### src/rtl/program_loader_pkg.sv
// Shared CPU package: pipeline constants plus boot-loader
// state encoding and defaults.
package program_loader_pkg;

  localparam int XLEN = 32;
  localparam logic [XLEN-1:0] RESET_PC = '0;
  localparam int IMEM_WORDS_DEF = 256;
  localparam logic [7:0] SYNC_BYTE_DEF = 8'hA5;

  typedef enum logic [2:0] {
    IDLE,
    CNT_HI,
    CNT_LO,
    DATA,
    CHECK,
    DONE,
    ERROR
  } ld_state_e;

  function automatic logic [XLEN-1:0] word_addr(
    input logic [15:0] idx
  );
    return {14'b0, idx, 2'b00};
  endfunction

endpackage

### src/rtl/word_assembler.sv
// Packs big-endian bytes into 32-bit words and keeps
// the running XOR of every byte shifted in.
module word_assembler (
  input  logic        clk,
  input  logic        reset,
  input  logic        clear,
  input  logic        shift,
  input  logic [7:0]  din,
  output logic [31:0] word,
  output logic        last,
  output logic [7:0]  csum
);

  logic [23:0] sr;
  logic [1:0]  cnt;
  logic [7:0]  x;

  always_ff @(posedge clk or negedge reset) begin
    if (!reset) begin
      sr  <= '0;
      cnt <= '0;
      x   <= '0;
    end else if (clear) begin
      sr  <= '0;
      cnt <= '0;
      x   <= '0;
    end else if (shift) begin
      sr  <= {sr[15:0], din};
      cnt <= cnt + 2'd1;
      x   <= x ^ din;
    end
  end

  // The fourth byte completes the word in the same cycle it arrives.
  assign last = shift && (cnt == 2'd3);
  assign word = {sr, din};
  assign csum = x;

endmodule

### src/rtl/program_loader.sv
// Serial boot loader: parses a sync/count/payload/xor frame,
// writes instruction memory and releases the core reset.
module program_loader
  import program_loader_pkg::*;
#(
  parameter int         IMEM_WORDS = IMEM_WORDS_DEF,
  parameter logic [7:0] SYNC_BYTE  = SYNC_BYTE_DEF
) (
  input  logic        clk,
  input  logic        reset,
  input  logic        rx_valid,
  input  logic [7:0]  rx_data,
  output logic        rx_ready,
  output logic        imem_we,
  output logic [31:0] imem_addr,
  output logic [31:0] imem_wdata,
  output logic        core_reset,
  output logic        done,
  output logic        error
);

  localparam logic [16:0] MAXW = 17'(IMEM_WORDS);

  ld_state_e   state;
  ld_state_e   state_n;
  logic [7:0]  cnt_hi;
  logic [15:0] count;
  logic [15:0] widx;
  logic [15:0] n_rx;
  logic        acc;
  logic        sync;
  logic        clear;
  logic        shift;
  logic        last;
  logic [31:0] word;
  logic [7:0]  csum;

  assign acc  = rx_valid & rx_ready;
  assign sync = (rx_data == SYNC_BYTE);
  assign n_rx = {cnt_hi, rx_data};

  word_assembler u_asm (
    .clk   (clk),
    .reset (reset),
    .clear (clear),
    .shift (shift),
    .din   (rx_data),
    .word  (word),
    .last  (last),
    .csum  (csum)
  );

  always_ff @(posedge clk or negedge reset) begin
    if (!reset) state <= IDLE;
    else        state <= state_n;
  end

  always_comb begin
    state_n = state;
    clear   = 1'b0;
    shift   = 1'b0;
    if (acc) begin
      unique case (state)
        IDLE, ERROR: begin
          if (sync) begin
            state_n = CNT_HI;
            clear   = 1'b1;
          end
        end
        CNT_HI: state_n = CNT_LO;
        CNT_LO: begin
          if (n_rx == 16'd0)
            state_n = CHECK;
          else if ({1'b0, n_rx} > MAXW)
            state_n = ERROR;
          else
            state_n = DATA;
        end
        DATA: begin
          shift = 1'b1;
          if (last && (widx == count - 16'd1))
            state_n = CHECK;
        end
        CHECK: begin
          if (rx_data == csum) state_n = DONE;
          else                 state_n = ERROR;
        end
        DONE:    state_n = DONE;
        default: state_n = IDLE;
      endcase
    end
  end

  // Status outputs follow the next state so they are glitch-free flops.
  always_ff @(posedge clk or negedge reset) begin
    if (!reset) begin
      rx_ready   <= 1'b0;
      core_reset <= 1'b0;
      done       <= 1'b0;
      error      <= 1'b0;
      imem_we    <= 1'b0;
      imem_addr  <= '0;
      imem_wdata <= '0;
      cnt_hi     <= '0;
      count      <= '0;
      widx       <= '0;
    end else begin
      rx_ready   <= (state_n != DONE);
      core_reset <= (state_n == DONE);
      done       <= (state_n == DONE);
      error      <= (state_n == ERROR);
      imem_we    <= last;
      if (last) begin
        imem_addr  <= word_addr(widx);
        imem_wdata <= word;
      end
      if (acc && state == CNT_HI) cnt_hi <= rx_data;
      if (acc && state == CNT_LO) count <= n_rx;
      if (clear)     widx <= '0;
      else if (last) widx <= widx + 16'd1;
    end
  end

endmodule
### config.mk
export PLATFORM = sky130hd
export DESIGN_NAME = program_loader
export DESIGN_NICKNAME = d
export VERILOG_FILES = /design/src/rtl/program_loader_pkg.sv /design/src/rtl/word_assembler.sv /design/src/rtl/program_loader.sv
export SDC_FILE = /design/constraint.sdc
export NUM_CORES = 1
export LEC_CHECK = 0
export CAP_MARGIN = 30
export CORE_MARGIN = 4
export CORE_UTILIZATION = 40
export CTS_CLUSTER_SIZE = 8
export DETAILED_ROUTE_END_ITERATION = 7
export GPL_TIMING_DRIVEN = 0
export SLEW_MARGIN = 20
export SYNTH_ARGS = -nofsm -noshare
export SYNTH_HDL_FRONTEND = slang
export SYNTH_SLANG_ARGS = --single-unit
### constraint.sdc
create_clock -name clk -period 2.89 [get_ports clk]
set_input_delay 0.289 -clock clk [delete_from_list [all_inputs] [get_ports clk]]
set_output_delay 0.289 -clock clk [all_outputs]
set_load 0.03 [all_outputs]
# Yosys cells after proc, flatten, opt, wreduce, memory -nomap -nowiden
# Cells that the tools add are included.
[op_classes]
bitwise = 2
n_reduce_logical = 9
n_eq_ne = 13
mux = 20
add_sub_neg = 3
magnitude_cmp = 1
[ops]
columns = ["operator", "n"]
rows = [
  ["2-to-1 mux 24 bit", 2],
  ["2-to-1 mux 16 bit", 2],
  ["case mux 3 bit (6 select lines)", 1],
  ["adder 16 x 1 -> 16 bit (second input constant)", 1],
  ["== test 16 bit", 1],
  ["greater-than comparator 16 x 9 -> 1 bit (second input constant)", 1],
  ["zero test 16 bit", 1],
  ["2-to-1 mux 8 bit", 2],
  ["subtractor 16 x 1 -> 16 bit (second input constant)", 1],
  ["== test 3 bit (second input constant)", 5],
  ["2-to-1 mux 3 bit", 5],
  ["== test 8 bit", 1],
  ["== test 8 bit (second input constant)", 1],
  ["bitwise XOR 8 bit", 1],
  ["== test 3 x 2 -> 1 bit (second input constant)", 2],
  ["2-to-1 mux 2 bit", 3],
  ["2-to-1 mux 1 bit", 5],
  ["logical AND 1 bit", 4],
  ["nonzero test 2 bit", 2],
  ["== test 3 x 1 -> 1 bit (second input constant)", 1],
  ["zero test 3 bit", 1],
  ["!= test 3 bit (second input constant)", 1],
  ["adder 2 x 1 -> 2 bit (second input constant)", 1],
  ["== test 2 bit (second input constant)", 1],
  ["2 further kinds", 2],
]
[word_totals]
word_cells = 61
reg_bits = 129
out_inout_bits = 69
inputBits = 11

# Longest topological paths before layout
[depth]
ltp_word = 9
depth_mapped = 10

# Modules after synthesis
# A second synthesis with hierarchy kept.
[hier_totals]
cells_unflattened = 528
area_unflattened_um2 = 6212.2
[by_module_without_submodules]
columns = ["mod", "area_each_um2", "cells_per_inst", "instances"]
rows = [
  ["program_loader", 4655.7, 399, 1],
  ["word_assembler", 1556.5, 129, 1],
]

# Worst setup path after synthesis
# Ideal clock, no wire load.
[synth_path]
path_type = "register -> register"
start = "register count[0]"
end = "register error"
arrival_ns = 2.376
path_buffers = 1
period_less_slack_ns = 2.463
path_slack_ns = 0.427
path_stages_with_launch = 11
setup_time_ns = 0.087
path_cell_list = "dfrtp_1 -> inv_1 -> ha_1 -> or4b_1 -> buf_2 -> o221a_1 -> a211oi_1 -> nand2_1 -> a311oi_1 -> a211oi_2 -> a211oi_2"
[synth_via]
elab_chain_len = 7
[synth_rtl]
columns = ["element", "line", "rtl"]
rows = [
  ["from (decl)", "program_loader.sv:27", "logic [15:0] count;"],
  ["from (signal assigned)", "program_loader.sv:118", "if (acc && state == CNT_LO) count <= n_rx;"],
  ["subtractor 16 x 1 -> 16 bit", "program_loader.sv:81", "if (last && (widx == count - 16'd1))"],
  ["== test 16 bit", "program_loader.sv:81", ""],
  ["logical AND 1 bit", "program_loader.sv:81", ""],
  ["2-to-1 mux 3 bit", "program_loader.sv:81", ""],
  ["case mux 3 bit (6 select lines)", "program_loader.sv:63", "unique case (state)"],
  ["2-to-1 mux 3 bit", "program_loader.sv:62", "if (acc) begin"],
  ["== test 3 bit", "program_loader.sv:111", "error <= (state_n == ERROR);"],
  ["to (signal assigned)", "program_loader.sv:111", ""],
  ["to (decl)", "program_loader.sv:19", "output logic error"],
]
# Every way passes these cells.
# A chain may end at the register's enable or synchronous reset.

# Worst setup path after layout
# Ends and elaborated chain as after synthesis.

==> impl_metrics.tcl <==
set metrics [dict create \
    status "completed" \
    ys_ff_latch 129 \
    slew_viol_final 0 \
    sequentialPowerShare 0.379 \
    placementRows 44 \
    grt_start_max_net_pins 91 \
    area_growth_pct 26.4 \
    worstPathRequired_ps 3210 \
    synth-edff-count 0 \
    critPathKind "reg2reg" \
    cts_made_buffers 17 \
    powerDensity_nw_per_um2 1010 \
    max_slew_margin 0.474 \
    worst_pin_slew_ps 785 \
    synthCells 529 \
    power.switching_uw 2680 \
    yosys.area.top_type "dfrtp_1" \
    top_layer "met4" \
    grt.total_usage 0.168 \
    async_flop_share 1.00 \
    cts_max_level 4 \
    syn_area_um2 6080 \
    drv_cap 0 \
    drive_above_1_share 0.222 \
    die_h_um 131 \
    synth.top_cell.area_share 0.531 \
    final_cells 825 \
    dr_wl_met2_um 6800 \
    synth_flop_cell "dfrtp_1" \
    globalRouteOverflowTotal 0 \
    multi_input_area_um2 2690 \
    wl_per_cell_um 16.8 \
    postCtsSetupBuffers 0 \
    fin_crit_sh 0.957 \
    clk_latency_ps 420 \
    cts.sinks 129 \
    viasPerCell 5.13 \
    final-setup-viol-count 0 \
    clkPwrFrac 0.282 \
    clock_path_buffers 2 \
    clock-root-buffer "clkbuf_16" \
    clock.fmax_mhz 362 \
    fin_setup_tns_ps 0 \
    via_count 4233 \
    n_antenna_cell 0 \
    cp_max_fo 9 \
    hpwlAfterDp_um 9700 \
    antenna_found_initial 0 \
    startpoint "count[0]$_DFFE_PN0P_" \
    postRouteAntennaNets 0 \
    drt_iter0_drc 244 \
    ios 80 \
    hold_violations 0 \
    cp.arrival_ps 3090 \
    port_buffers 63 \
    synth_cell_types 52 \
    start_util 0.414 \
    endpoint_kind "flip-flop" \
    fin_crit_ps 2770 \
    grt_pass1_wl_um 23300 \
    drc 0 \
    coreArea_um2 14700 \
    leakage_uw 0.00344 \
    switching_share 0.346 \
    fillCellCount 1295 \
    syn_avg_cell_area_um2 11.5 \
    wl_met1_um 6340 \
    wirelength_um 13800 \
    die_w_um 131 \
    skew_ps 14.7 \
    fp.dieArea_um2 17200 \
    wl_met3_um 495 \
    worst_setup_path_start_kind "flip-flop" \
    synth_area_leaders "dfrtp_1, mux2_2, nor2_1" \
    yosysSeqAreaShare 0.531 \
    seqCellArea_um2 3230 \
    num-nets-final 643 \
    gp_congestion 0.832 \
    path_clk_slew_ps 60 \
    grt_pass1_vias 4453 \
    place_inst 792 \
    ys_warn_count 0 \
    cts_tree "yes" \
    hp-class "in2async" \
    p_int_uw 5070 \
    r2r-start "count[0]$_DFFE_PN0P_" \
    dr.pass1.iters 4 \
    worst_ir_drop_vdd_uv 545 \
    pwr-share-comb 0.339 \
]
-- power by group through the flow --
stage / clock [uW] / sequential, uW / combinational, uW
3_5_place_dp: 0 / 2970 / 2590
5_1_grt: 2320 / 3040 / 2870
4_1_cts: 2240 / 2950 / 2620
6_report: 2190 / 2940 / 2630
3_3_place_gp: 0 / 2950 / 2530
2_1_floorplan: 0 / 3210 / 1450
-- layer usage --
layer | vias to the layer above | track usage
li1 | 2022 | -
met1 | 2099 | 0.220
met2 | 89 | 0.272
met3 | 23 | 0.0470
met4 | 0 | 0.0537
met5 | - | 0
-- kinds of logic (layout without fill, tap and decap cells) --
group           after synthesis  after routing  share of synthesized area
mux                          89             89                      0.161
fa+ha+maj                     3              3                    0.00617
simple gates                172            172                      0.140
xor+xnor                     48             48                     0.0691
other cells                   1             16                   0.000617
compound gates               42             42                     0.0508
buf+inv                      45            142                     0.0418
flops                       129            129                      0.531
-- area by class of cell --
type	count	share of cell area
tap	184	0.0300
timing repair buffer	66	0.0883
clock buffer	22	0.0617
multi-input combinational	370	0.350
clock inverter	9	0.0169
sequential	129	0.420
inverter	7	0.00342
buffer	38	0.0296
-- cells in the mapped netlist, types with 2 or more instances --
| master | number |
|---|---|
| a31o_2 | 2 |
| nor2_1 | 57 |
| a211o_1 | 2 |
| nor4_1 | 4 |
| buf_6 | 2 |
| and2_1 | 6 |
| o21ai_0 | 11 |
| and4_1 | 4 |
| and3_1 | 3 |
| inv_1 | 6 |
| nand2_1 | 45 |
| a211oi_2 | 3 |
| buf_2 | 5 |
| ha_1 | 3 |
| nor3_1 | 17 |
| dfrtp_1 | 129 |
| or3_1 | 6 |
| xnor2_1 | 24 |
| xor2_1 | 24 |
| or4_1 | 2 |
| clkbuf_1 | 14 |
| a21oi_1 | 9 |
| nor2b_1 | 5 |
| mux2_2 | 69 |
| buf_4 | 17 |
| nand3_1 | 3 |
| mux2i_1 | 20 |
| nand4_1 | 10 |
| o31ai_1 | 4 |
-- path summary, 6_finish.rpt --
kind                            depth (start not counted)  slack, ps                   endpoint
worst max register to register                         10        120            error$_DFF_PN0_
max in group asynchronous                               3       1830  imem_wdata[1]$_DFFE_PN0P_
worst min-delay path                                    2        340       widx[11]$_DFFE_PN0P_
worst min register to register                          1        500  imem_addr[16]$_DFFE_PN0P_
min in group clk                                        1        500  imem_addr[16]$_DFFE_PN0P_
worst max-delay path                                   10        120            error$_DFF_PN0_
-- registers in the layout (all words and copies together) (netlist names) --
register	count
count	16
u_asm.cnt	2
imem_addr	16
widx	16
error	1
u_asm.sr	24
u_asm.csum	8
done	1
imem_wdata	32
state	3
rx_ready	1
imem_we	1
cnt_hi	8
-- repair_timing --
item | in CTS | in global routing
pin swaps | 0 | 1
gates cloned | 0 | 0
resized for setup | 2 | 3
hold buffers | 1 | 0
hold endpoints to repair | 39 | 0
endpoints found under the setup margin | 2 | 2
-- worst max-delay path, stage by stage (launching register included) --
cell,delay [ps]
dfrtp_1,430
inv_1,140
ha_4,200
or4b_1,430
buf_2,190
o221a_1,260
a211oi_1,240
nand2_1,170
a311oi_2,330
a211oi_2,110
a211oi_2,170
-- per-stage QoR --
stage / total power, uW / hold WS, ps / worst slack [ps] / area [um2] / util
after floorplan: 4660 / -6.59 / 427 / 6140 / -
after global placement: 5480 / 489 / -3490 / 7000 / 0.476
after detailed placement: 5560 / 194 / -430 / 7040 / 0.479
after CTS: 7800 / 341 / 74.8 / 7660 / 0.521
after global routing: 8230 / 363 / -3.42 / 7680 / 0.523
final: 7750 / 338 / 124 / 7680 / 0.523
-- cell usage in the layout, fill, tap and decap left out, types with 5 or more instances in the layout --
cell	count
nor2b_1	5
buf_4	17
xor2_1	24
or3_1	6
nor2_1	57
and2_1	6
clkbuf_1	16
nand4_1	10
mux2i_1	20
clkbuf_16	17
nand2_1	45
clkdlybuf4s50_1	62
xnor2_1	24
nor3_1	14
conb_1	16
buf_2	5
inv_1	6
dfrtp_1	129
mux2_2	69
a21oi_1	9
o21ai_0	11
Note: power is estimated with default switching activity, not from simulation.
==> variant 1 (same settings) <==
Put one more register stage on the output `error`. The value now appears one clock later. The other outputs are not delayed to match.
--- a/src/rtl/program_loader.sv
+++ b/src/rtl/program_loader.sv
@@ -20,6 +20,8 @@
 );
 
   localparam logic [16:0] MAXW = 17'(IMEM_WORDS);
+
+  logic error_s0;
 
   ld_state_e   state;
   ld_state_e   state_n;
@@ -97,7 +99,7 @@
       rx_ready   <= 1'b0;
       core_reset <= 1'b0;
       done       <= 1'b0;
-      error      <= 1'b0;
+      error_s0   <= 1'b0;
       imem_we    <= 1'b0;
       imem_addr  <= '0;
       imem_wdata <= '0;
@@ -108,7 +110,7 @@
       rx_ready   <= (state_n != DONE);
       core_reset <= (state_n == DONE);
       done       <= (state_n == DONE);
-      error      <= (state_n == ERROR);
+      error_s0   <= (state_n == ERROR);
       imem_we    <= last;
       if (last) begin
         imem_addr  <= word_addr(widx);
@@ -121,4 +123,8 @@
     end
   end
 
+  always_ff @(posedge clk) begin
+    error <= error_s0;
+  end
+
 endmodule
Behaviour: not the same (Yosys sat finds a counterexample within 10 cycles, from zero or initial values and one cycle with reset low).
==> variant 1 against the original RTL <==
Cell count grew 0.36%; final area shrank 0.31%; worst setup slack gained 0.083 ns; clock power shrank 10%; power shrank 2.3%; area after synthesis grew 0.33%; sequential cell count grew 1; wire length shrank 1.4%.
==> variant 1: results (changes against the original RTL) <==
* Hold Slack at 0.344 ns (+0.00613 ns)
* Vias in the first global route at 4425 (-0.63%)
* Vias per cell at 5.23 (+2.0%)
* Worst hold path cell count at 0
* Peak VDD IR at 0.643 mV (+18%)
* Ys Warns at 0 (unchanged)
* DRT iter0 DRCs at 308 (+26%)
* First-pass GRT wire length at 22600 µm (-3.0%)
* Post-synth top cells: dfrtp_1, mux2_2, nor2_1
* Drt pass-1 iters at 5 (+1)
* Critical Path AT at 3.01 ns (-0.08 ns)
* LEAKAGE at 3.43 nW (-0.42%)
* Hold WC Path Type: flip-flop to flip-flop
* Starting Density at 0.414 (about the same)
* Cells after Synth at 530 (+0.19%)
* Seq pwr share at 0.392 (+0.013)
* GRT Total Usage at 0.163 (-0.00504)
* Async set or reset register ratio after synthesis at 0.992 (-0.00769)
* Adder-cell share of the synthesized area at 0.00615 (-0.0000203)
* Slew margin rel. at 0.490 (+0.0160)
* Flop2flop setup slack at 0.21 ns (+0.08 ns)
* Post-Synth XOR/XNOR Area at 0.0689 (-0.000227)
* Fin nets at 645 (+0.31%)
* WL per Instance at 16.5 µm (-1.7%)
* Status: finished clean
* Switch Pwr at 2.68 mW (+0.15%)
* Clock-net power at 1.97 mW (-10%)
* Post-synthesis mux area share at 0.160 (-0.000527)
* Total power at 7.57 mW (-2.3%)
* Synth unique cells at 53 (+1.9%)
* Clk_skew at 0.0100 ns (-0.00462 ns)
* Compound-gate portion of the synthesized area at 0.0507 (-0.000167)
* Sequential cell area fraction in the yosys report at 0.532 (+0.00154)
* Post-Place Cell Area at 0.00706 mm² (+0.28%)
* R2r endpoint: error_s0$_DFF_PN0_
* Layout cells sized above 1 at 0.225 (+0.00363)
* Dpl cells at 793 (+0.13%)
* Placer Congestion at 0.839 (+0.79%)
-- variant 1: cell types whose count changed after synthesis --
cell	delta
dfxtp_1	+1
-- variant 1: layout make-up --
class	count	area [µm²]
clock buffers	24	502
multi-input cells	370	2690
inverters	7	26.3
fillers	1304	7090
well taps	184	230
repair buffers	67	686
plain buffers	38	228
flip-flops and latches	130	3250
clock inverters	8	51.3
-- variant 1: repair_timing --
item / CTS / global route
buffers inserted: 0 / 1
hold buffers: 1 / 0
pin swaps: 0 / 2
resized for setup: 1 / 6
setup endpoints to repair: 1 / 40
endpoints found under the hold margin: 39 / 0
gates cloned: 0 / 0
-- variant 1: worst max-delay path by stage --
| stage | to | cells after the start | slack (ns) | from |
|---|---|---|---|---|
| 2_1_floorplan | error_s0$_DFF_PN0_ | 10 | 0.43 | count[0]$_DFFE_PN0P_ |
| 3_3_place_gp | u_asm.sr[17]$_DFFE_PN0P_ | 1 | -3.53 | reset |
| 3_5_place_dp | u_asm.csum[7]$_DFFE_PN0P_ | 7 | -0.36 | rx_data[6] |
| 4_1_cts | error_s0$_DFF_PN0_ | 10 | 0.07 | count[0]$_DFFE_PN0P_ |
| 5_1_grt | widx[15]$_DFFE_PN0P_ | 9 | 0.02 | state[0]$_DFF_PN0_ |
| 6_report | error_s0$_DFF_PN0_ | 10 | 0.21 | count[0]$_DFFE_PN0P_ |
-- variant 1: layer usage --
metal | share of wire | track usage | wire length (µm)
met2 | 0.49 | 0.267 | 6690
met4 | 0.018 | 0.0630 | 244
met3 | 0.043 | 0.0474 | 587
met5 | 0 | 0 | 0
met1 | 0.45 | 0.205 | 6130
==> variant 2 (same settings) <==
Made on the original files. The 7 states of `ld_state_e` get a one-hot encoding in 7 bits.
--- a/src/rtl/program_loader_pkg.sv
+++ b/src/rtl/program_loader_pkg.sv
@@ -7,14 +7,14 @@
   localparam int IMEM_WORDS_DEF = 256;
   localparam logic [7:0] SYNC_BYTE_DEF = 8'hA5;
 
-  typedef enum logic [2:0] {
-    IDLE,
-    CNT_HI,
-    CNT_LO,
-    DATA,
-    CHECK,
-    DONE,
-    ERROR
+  typedef enum logic [6:0] {
+    IDLE   = 7'b0000001,
+    CNT_HI = 7'b0000010,
+    CNT_LO = 7'b0000100,
+    DATA   = 7'b0001000,
+    CHECK  = 7'b0010000,
+    DONE   = 7'b0100000,
+    ERROR  = 7'b1000000
   } ld_state_e;
 
   function automatic logic [XLEN-1:0] word_addr(
Behaviour: same outputs for any inputs over 10 cycles, from zero or initial values and one cycle with reset low; not proved beyond that.
==> variant 2 against the original RTL <==
Wire length is 11% higher; global-route usage rose by 0.92 points; worst setup slack improved by 0.056 ns; die area grew 3.4%; sequential cell count increased by 4; count of clock-buffer cells in the layout fell by 2; synthesized cell count rose by 29%; maximum frequency increased by 2.1%; cell count rose by 21%; final area grew 2.4%; highest routed layer unchanged; area after synthesis rose by 3.6%; non-clock buffer count up 17.
Power is not compared: it rests on default switching activity, and its combinational part moved more than twofold at a synthesized area within 25%.
==> variant 2: results (changes against the original RTL) <==
* Post-DP HPWL at 11100 µm (+14%)
* CP Capture Point: widx[15]$_DFFE_PN0P_
* Layout cells sized above 1 at 0.108 (-0.114)
* R2r endpoint: widx[15]$_DFFE_PN0P_
* Worst r2r src: state[5]$_DFF_PN0_
* Layout Cells excl Fill at 999 (+21%)
* Port Buf Inserts at 61 (-3.2%)
* Met3 usage at 0.0457 (-0.00132)
* Post-Place Cell Area at 0.00726 mm² (+3.2%)
* DP Worst Slack at 0.00187 ns (+0.432 ns)
* GRT Total Usage at 0.177 (+0.00918)
* Top post-synthesis cells by area: dfrtp_1, nand2_1, xor2_1
* Hold Slack at 0.295 ns (-0.0431 ns)
* Clk_skew at 0.00666 ns (-0.00799 ns)
* Reg2reg path depth at 8 (-2)
* Vias at 4902 (+16%)
* Crit share post-route at 0.937 (-0.0195)
* Slew margin rel. at 0.553 (+0.0786)
* M2 GR Usage at 0.266 (-0.00637)
* Status: finished clean
* Fin nets at 791 (+23%)
* Post-cts sizing count at 0 (-2)
* Synth unique cells at 57 (+9.6%)
* Cells after Synth at 680 (+29%)
* Flop2flop setup slack at 0.18 ns (+0.06 ns)
* Met2 routed WL at 6860 µm (+0.87%)
* Post-synth top cells: nand2_1, dfrtp_1, nor2_1
==> variant 2: changes by cell type after synthesis, moves of 18 or more <==
cell      change
mux2i_1      -18
nor2_1       -21
mux2_2       -48
clkbuf_1     +18
a21oi_1      +22
nand2_1     +178
==> variant 2: worst max-delay path, cell delays in order (launching register included) <==
cell and delay, ns:
dfrtp_1 0.35, buf_2 0.17, nor4_2 0.40, nand4_2 0.35, or3_1 0.55, or2_1 0.31, nor3_1 0.21, xnor2_1 0.16
nor2_1 0.06
==> variant 2: stage by stage <==
step | utilization | power, mW | setup TNS [ns]
6_report | 0.514 | 4.39 | 0
5_1_grt | 0.514 | 4.55 | 0
4_1_cts | 0.514 | 4.42 | 0
3_5_place_dp | 0.474 | 2.24 | 0
3_3_place_gp | 0.472 | 2.22 | -468.27
2_1_floorplan | - | 2.13 | 0
==> variant 2: repair_timing <==
item / in CTS / in global routing
hold buffers: 1 / 0
setup buffers: 0 / 0
hold endpoints to repair: 31 / 0
setup endpoints to repair: 0 / 0
==> variant 2: cells by family after synthesis <==
group	synth area share
and+or+nand+nor	0.238
DFF	0.529
AOI/OAI and AO/OA	0.0667
buffers and inverters	0.0508
xor gates and xnor gates	0.0667
muxes	0.0407
adders and majority gates	0.00775
other	0.000595
==> variant 2: power breakdown <==
group / switching [mW] / internal (mW)
combinational: 0.182 / 0.109
sequential: 0.0200 / 1.89
clock: 0.780 / 1.41
==> variant 2: final cells by class <==
type                       count  area, µm²
buffer                        58        287
clock buffer                  20        467
clock inverter                10        130
fill                        1471       7440
inverter                       9       33.8
multi-input combinational    495       2710
sequential                   133       3330
tap                          211        264
timing repair buffer          63        653
